File: src/rtl/sid_regs_pkg.sv
// sid_regs_pkg: SID register map constants and the per-register write mask.
package sid_regs_pkg;
  localparam int NUM_REGS = 25;
  localparam int VOICE_STRIDE = 7;
  localparam logic [4:0] REG_FREQ_LO = 5'h00;
  localparam logic [4:0] REG_FREQ_HI = 5'h01;
  localparam logic [4:0] REG_PW_LO = 5'h02;
  localparam logic [4:0] REG_PW_HI = 5'h03;
  localparam logic [4:0] REG_CONTROL = 5'h04;
  localparam logic [4:0] REG_ATT_DEC = 5'h05;
  localparam logic [4:0] REG_SUS_REL = 5'h06;
  localparam logic [4:0] REG_FC_LO = 5'h15;
  localparam logic [4:0] REG_FC_HI = 5'h16;
  localparam logic [4:0] REG_RES_FILT = 5'h17;
  localparam logic [4:0] REG_MODE_VOL = 5'h18;
  localparam logic [4:0] REG_POTX = 5'h19;
  localparam logic [4:0] REG_POTY = 5'h1A;
  localparam logic [4:0] REG_OSC3 = 5'h1B;
  localparam logic [4:0] REG_ENV3 = 5'h1C;
  // Narrow registers store only their implemented bits so the upper bits stay zero.
  function automatic logic [7:0] write_mask(input logic [4:0] a);
    return a == REG_FC_LO ? 8'h07 :
           (a == REG_PW_HI || a == 5'(REG_PW_HI + VOICE_STRIDE) ||
            a == 5'(REG_PW_HI + 2 * VOICE_STRIDE)) ? 8'h0F : 8'hFF;
  endfunction
endpackage

File: src/rtl/sid_bus_decay.sv
// sid_bus_decay: data-bus latch that fades to $00 after DECAY_CYCLES ce_1m ticks without an access.
module sid_bus_decay #(
  parameter int CNT_W = 20,
  parameter logic [CNT_W-1:0] DECAY_CYCLES = 20'hA2000
) (
  input  logic       clock,
  input  logic       reset_n,
  input  logic       ce_1m,
  input  logic       load,
  input  logic [7:0] load_val,
  output logic [7:0] latch
);
  logic [CNT_W-1:0] cnt;
  // Any access reloads the counter and wins over a coincident tick; the 1->0 tick clears the latch.
  always_ff @(posedge clock or negedge reset_n)
    if (!reset_n) begin
      cnt <= '0;
      latch <= 8'h00;
    end else if (load) begin
      cnt <= DECAY_CYCLES;
      latch <= load_val;
    end else if (ce_1m && cnt != '0) begin
      cnt <= cnt - 1'b1;
      if (cnt == CNT_W'(1)) latch <= 8'h00;
    end
endmodule

File: src/rtl/sid_register_bank.sv
// sid_register_bank: CPU-side SID register file with readback mux and decaying bus latch.
module sid_register_bank
  import sid_regs_pkg::*;
#(
  parameter int CNT_W = 20,
  parameter logic [CNT_W-1:0] DECAY_CYCLES = 20'hA2000
) (
  input  logic       clock,
  input  logic       reset_n,
  input  logic       ce_1m,
  input  logic       cs,
  input  logic       we,
  input  logic [4:0] addr,
  input  logic [7:0] wdata,
  output logic [7:0] rdata,
  input  logic [7:0] osc3,
  input  logic [7:0] env3,
  input  logic [7:0] potx,
  input  logic [7:0] poty,
  output logic [7:0] freq_lo_v1, freq_hi_v1, pw_lo_v1, control_v1, att_dec_v1, sus_rel_v1,
  output logic [7:0] freq_lo_v2, freq_hi_v2, pw_lo_v2, control_v2, att_dec_v2, sus_rel_v2,
  output logic [7:0] freq_lo_v3, freq_hi_v3, pw_lo_v3, control_v3, att_dec_v3, sus_rel_v3,
  output logic [3:0] pw_hi_v1, pw_hi_v2, pw_hi_v3,
  output logic [2:0] fc_lo,
  output logic [7:0] fc_hi,
  output logic [7:0] res_filt,
  output logic [7:0] mode_vol
);
  localparam int V2 = VOICE_STRIDE;
  localparam int V3 = 2 * VOICE_STRIDE;
  logic [7:0] regs [NUM_REGS];
  logic [7:0] latch, rd_val, load_val;
  logic       rd_port;
  // Readable ports return live inputs; every other address reflects the bus latch.
  always_comb begin
    rd_port = addr >= REG_POTX && addr <= REG_ENV3;
    rd_val = addr == REG_POTX ? potx :
             addr == REG_POTY ? poty :
             addr == REG_OSC3 ? osc3 :
             addr == REG_ENV3 ? env3 : latch;
    load_val = we ? wdata : rd_val;
  end
  // Register array captures writes to $00-$18; higher addresses are ignored.
  always_ff @(posedge clock or negedge reset_n)
    if (!reset_n) begin
      for (int i = 0; i < NUM_REGS; i++) regs[i] <= 8'h00;
    end else if (cs && we && addr <= REG_MODE_VOL) begin
      regs[addr] <= wdata & write_mask(addr);
    end
  // Read data is registered and held until the next read.
  always_ff @(posedge clock or negedge reset_n)
    if (!reset_n) rdata <= 8'h00;
    else if (cs && !we) rdata <= rd_val;
  sid_bus_decay #(.CNT_W(CNT_W), .DECAY_CYCLES(DECAY_CYCLES)) u_decay (
    .clock(clock), .reset_n(reset_n), .ce_1m(ce_1m),
    .load(cs && (we || rd_port) || cs), .load_val(load_val), .latch(latch)
  );
  assign freq_lo_v1 = regs[REG_FREQ_LO];
  assign freq_hi_v1 = regs[REG_FREQ_HI];
  assign pw_lo_v1 = regs[REG_PW_LO];
  assign pw_hi_v1 = regs[REG_PW_HI][3:0];
  assign control_v1 = regs[REG_CONTROL];
  assign att_dec_v1 = regs[REG_ATT_DEC];
  assign sus_rel_v1 = regs[REG_SUS_REL];
  assign freq_lo_v2 = regs[REG_FREQ_LO + V2];
  assign freq_hi_v2 = regs[REG_FREQ_HI + V2];
  assign pw_lo_v2 = regs[REG_PW_LO + V2];
  assign pw_hi_v2 = regs[REG_PW_HI + V2][3:0];
  assign control_v2 = regs[REG_CONTROL + V2];
  assign att_dec_v2 = regs[REG_ATT_DEC + V2];
  assign sus_rel_v2 = regs[REG_SUS_REL + V2];
  assign freq_lo_v3 = regs[REG_FREQ_LO + V3];
  assign freq_hi_v3 = regs[REG_FREQ_HI + V3];
  assign pw_lo_v3 = regs[REG_PW_LO + V3];
  assign pw_hi_v3 = regs[REG_PW_HI + V3][3:0];
  assign control_v3 = regs[REG_CONTROL + V3];
  assign att_dec_v3 = regs[REG_ATT_DEC + V3];
  assign sus_rel_v3 = regs[REG_SUS_REL + V3];
  assign fc_lo = regs[REG_FC_LO][2:0];
  assign fc_hi = regs[REG_FC_HI];
  assign res_filt = regs[REG_RES_FILT];
  assign mode_vol = regs[REG_MODE_VOL];
endmodule

File: config.mk
export PLATFORM = sky130hd
export DESIGN_NAME = sid_register_bank
export DESIGN_NICKNAME = d
export VERILOG_FILES = /design/src/rtl/sid_regs_pkg.sv /design/src/rtl/sid_bus_decay.sv /design/src/rtl/sid_register_bank.sv
export SDC_FILE = /design/constraint.sdc
export NUM_CORES = 1
export LEC_CHECK = 0
export BUFFER_PORTS_ARGS = -buffer_cell sky130_fd_sc_hd__buf_4
export CORE_MARGIN = 3
export CORE_UTILIZATION = 41
export CTS_BUF_LIST = sky130_fd_sc_hd__clkbuf_8
export CTS_CLUSTER_DIAMETER = 50
export CTS_CLUSTER_SIZE = 20
export DETAILED_ROUTE_END_ITERATION = 10
export PLACE_DENSITY = 0.62
export REMOVE_ABC_BUFFERS = 1
export SYNTH_ARGS = -nofsm -noshare
export SYNTH_HDL_FRONTEND = slang
export SYNTH_HIERARCHICAL = 1
export SYNTH_SLANG_ARGS = --single-unit
File: constraint.sdc
create_clock -name clock -period 5.04 [get_ports clock]
set_input_delay 0.252 -clock clock [delete_from_list [all_inputs] [get_ports clock]]
set_output_delay 0.252 -clock clock [all_outputs]
set_load 0.1 [all_outputs]
==> results.cfg <==
[status]
outcome = finished, final reports clean

[cts]
clkSlewWorstSetupHoldPaths_ps = 90
cts_buffer_depth = 3
cts_tree = built
cts_resized = 0
numCtsBuffers = 26
clock-sinks = 219
cts-root-buf = clkbuf_8
ctsHtreeMaxLevel = 1
clk_latency_ps = 550

[detailed_routing]
wirelength_um = 26960
ant_nets = 0
drtIter0Drc = 430
first_pass_iters = 4
routed_via_density = 5.213
vias = 6787
wl_per_cell_um = 20.70
route.detailed.drc = 0

[worst_setup_path]
cp-start-kind = flop
endpoint_kind = flop
crit_top_cell = or4_1
max_stage_delay_ps = 640
crit_start = u_decay/cnt[4]
crit_cells = 4
path_cells = or4_1 -> or4_1 -> or4_1 -> a21oi_1
critPathArrivalTime_ps = 2900
cp_slowest_cell = or4_1
required_ps = 5520
critPathCapture = u_decay/cnt[14]
crit_fanout = 9
rrSetupSlack_ps = 2620
path_buf_inv = 0
r2r_start = u_decay/cnt[4]
crit_type = reg -> reg
crit_family = simple AND/OR/NAND/NOR gates
reg2reg_depth = 4
rr_endpoint = u_decay/cnt[14]

[grt]
track_usage = 0.2059
grt_overflow = 0
grt_antenna_before_repair = 0
grt_pass1_vias = 6883
grt_pass1_wl_um = 41540
grt_max_degree = 146

[sta]
worst_pin_slew_ps = 1143
setup_viol = 0
finalMaxSlewViolations = 0
finalHoldViolCount = 0
relSlewSlack = 0.2381
min_period_ps = 2425
post-route-period-util = 0.4811
rsz0062_at_grt = no
fmax_ghz = 0.4124
skew_ps = 11.38
tns_ps = 0

[synth]
ys.flop_type = dfrtp_1
yosysUniqueCellTypes = 64
synth_edf_count = 0
postSynthCellCount = 739
synth_area_mm2 = 0.009672
synth_warnings = 6
yosysSeqAreaShare = 0.5666
syn_avg_cell_area_um2 = 13.09
synth-async-reset-ratio = 1.000
ys_ff_latch = 219

[power_and_ir_drop]
powerDensity_mw_per_mm2 = 479.7
leakagePower_nw = 6.027
power_w = 0.005901
peakVddDrop_mv = 0.3259

[die]
core-area_mm2 = 0.02292
die_height_um = 159.6
row_count = 55
boundaryPins = 241
start_util = 0.4221
die_w_um = 159.6
dieArea_mm2 = 0.02547

[final_layout]
num_antenna_cells = 0
drive_above_1_share = 0.5238
area_growth_pct = 27.18
largest_register_ffs = 20
fin_nets = 1022
finalNonFillerCells = 1302
top_register = u_decay/cnt

[placement]
io_buffers = 240
dp_cells = 1252
gp_congestion = 0.8016
dpl.hpwl_um = 18430

[job]
drv_cap = 0

[hold_path]
hp-class = in -> reg
==> metal layers <==
| metal | up-vias | share of wire | global-route usage |
|---|---|---|---|
| met5 | - | 0 | 0 |
| met4 | 0 | 0.021 | 0.04815 |
| met3 | 38 | 0.067 | 0.05411 |
| met2 | 202 | 0.47 | 0.3368 |
| met1 | 3408 | 0.44 | 0.2760 |
| li1 | 3139 | - | - |
==> tightest hold or removal path, stage by stage <==
cell	delay, ps
buf_4	100
nand2_1	50
o31ai_1	60
a22o_1	130
==> cells in the mapped netlist, types with 3 or more instances <==
master | number | share of area
or3b_2 | 4 | 0.0036
or4_1 | 10 | 0.0078
mux2_2 | 188 | 0.22
o31ai_1 | 17 | 0.013
o21ai_0 | 14 | 0.0072
o211ai_1 | 5 | 0.0039
nand3_1 | 12 | 0.0062
a311oi_1 | 6 | 0.0054
or2_2 | 8 | 0.0052
dfrtp_1 | 219 | 0.57
nor4_1 | 6 | 0.0039
buf_4 | 5 | 0.0039
nor3_1 | 3 | 0.0016
ha_1 | 3 | 0.0039
buf_1 | 4 | 0.0016
nor2_1 | 21 | 0.0082
and2_1 | 4 | 0.0026
nor2b_1 | 14 | 0.0091
o22a_1 | 6 | 0.0054
clkbuf_1 | 16 | 0.0062
or3_1 | 7 | 0.0045
a22o_1 | 8 | 0.0072
nand2_1 | 24 | 0.0093
a31oi_1 | 7 | 0.0045
nand2_2 | 6 | 0.0039
buf_6 | 3 | 0.0035
a21oi_1 | 26 | 0.013
nor2_2 | 8 | 0.0052
nand2b_1 | 5 | 0.0032
inv_1 | 24 | 0.0093
buf_2 | 13 | 0.0067
a211oi_1 | 3 | 0.0023
==> per-stage QoR <==
stage / util / hold WS, ps / worst slack (ps) / area [µm²]
finish: 0.5368 / 84.33 / 2615 / 12300
global placement: 0.5097 / 322.9 / 2656 / 11680
CTS: 0.5368 / 36.64 / 2625 / 12300
floorplan: - / -43.59 / 2836 / 9460
global route: 0.5368 / 78.31 / 2466 / 12300
detailed placement: 0.5097 / 316.5 / 2640 / 11680
==> cell type report <==
cell class                      count  area [µm²]
Inverter                           24       90.09
Timing Repair Buffer              243        1848
Multi-Input combinational cell    455        3890
Clock inverter                     19       201.4
Sequential cell                   219        5480
Clock buffer                       29       399.1
Fill cell                        2054       10620
Tap cell                          313       391.6
==> repair_timing <==
item                                   4_1_cts  5_1_grt
buffers inserted                             0        0
hold buffers                                 2        0
endpoints found under the hold margin       75        0
==> logic make-up after synthesis <==
| family | Yosys count | synth area share |
|---|---|---|
| AOI/OAI and AO/OA | 102 | 0.07115 |
| xor gates and xnor gates | 1 | 0.0009057 |
| adders and majority gates | 3 | 0.003881 |
| buffers and inverters | 65 | 0.03118 |
| DFF | 219 | 0.5666 |
| muxes | 190 | 0.2211 |
| and+or+nand+nor | 159 | 0.1052 |
==> cells in the final DEF (no fill, tap or decap), types with 5 or more instances in the layout <==
master,synthesis,final
a22o_1,8,8
buf_4,5,239
o21ai_0,14,14
nand2_2,6,6
or2_2,8,8
nor2b_1,14,14
clkinvlp_4,0,5
nor2_2,8,8
dfrtp_1,219,219
nand3_1,12,12
a21oi_1,26,26
inv_1,24,24
nor4_1,6,6
nand2_1,24,24
a311oi_1,6,6
mux2_2,188,188
o211ai_1,5,5
clkbuf_8,0,30
nand2b_1,5,5
a31oi_1,7,7
o31ai_1,17,17
inv_8,0,5
nor2_1,21,21
or4_1,10,10
o22a_1,6,6
or3_1,7,7
==> worst min path at each step <==
stage | startpoint | cells after the start | slack, ps | to
2_1_floorplan | reset_n | 0 | -40 | att_dec_v1[0]
3_3_place_gp | reset_n | 1 | 320 | freq_lo_v3[6]
3_5_place_dp | reset_n | 1 | 320 | freq_hi_v3[0]
4_1_cts | wdata[7] | 4 | 40 | u_decay/latch[7]
5_1_grt | wdata[4] | 4 | 80 | u_decay/latch[4]
6_report | wdata[7] | 4 | 80 | u_decay/latch[7]
==> report_power, final <==
group          leakage [nW]  internal, W  switching, W
sequential             2.90      0.00198      0.000138
combinational          2.84     0.000507       0.00188
clock                 0.293     0.000637      0.000756
(Power assumes the default switching activity.)
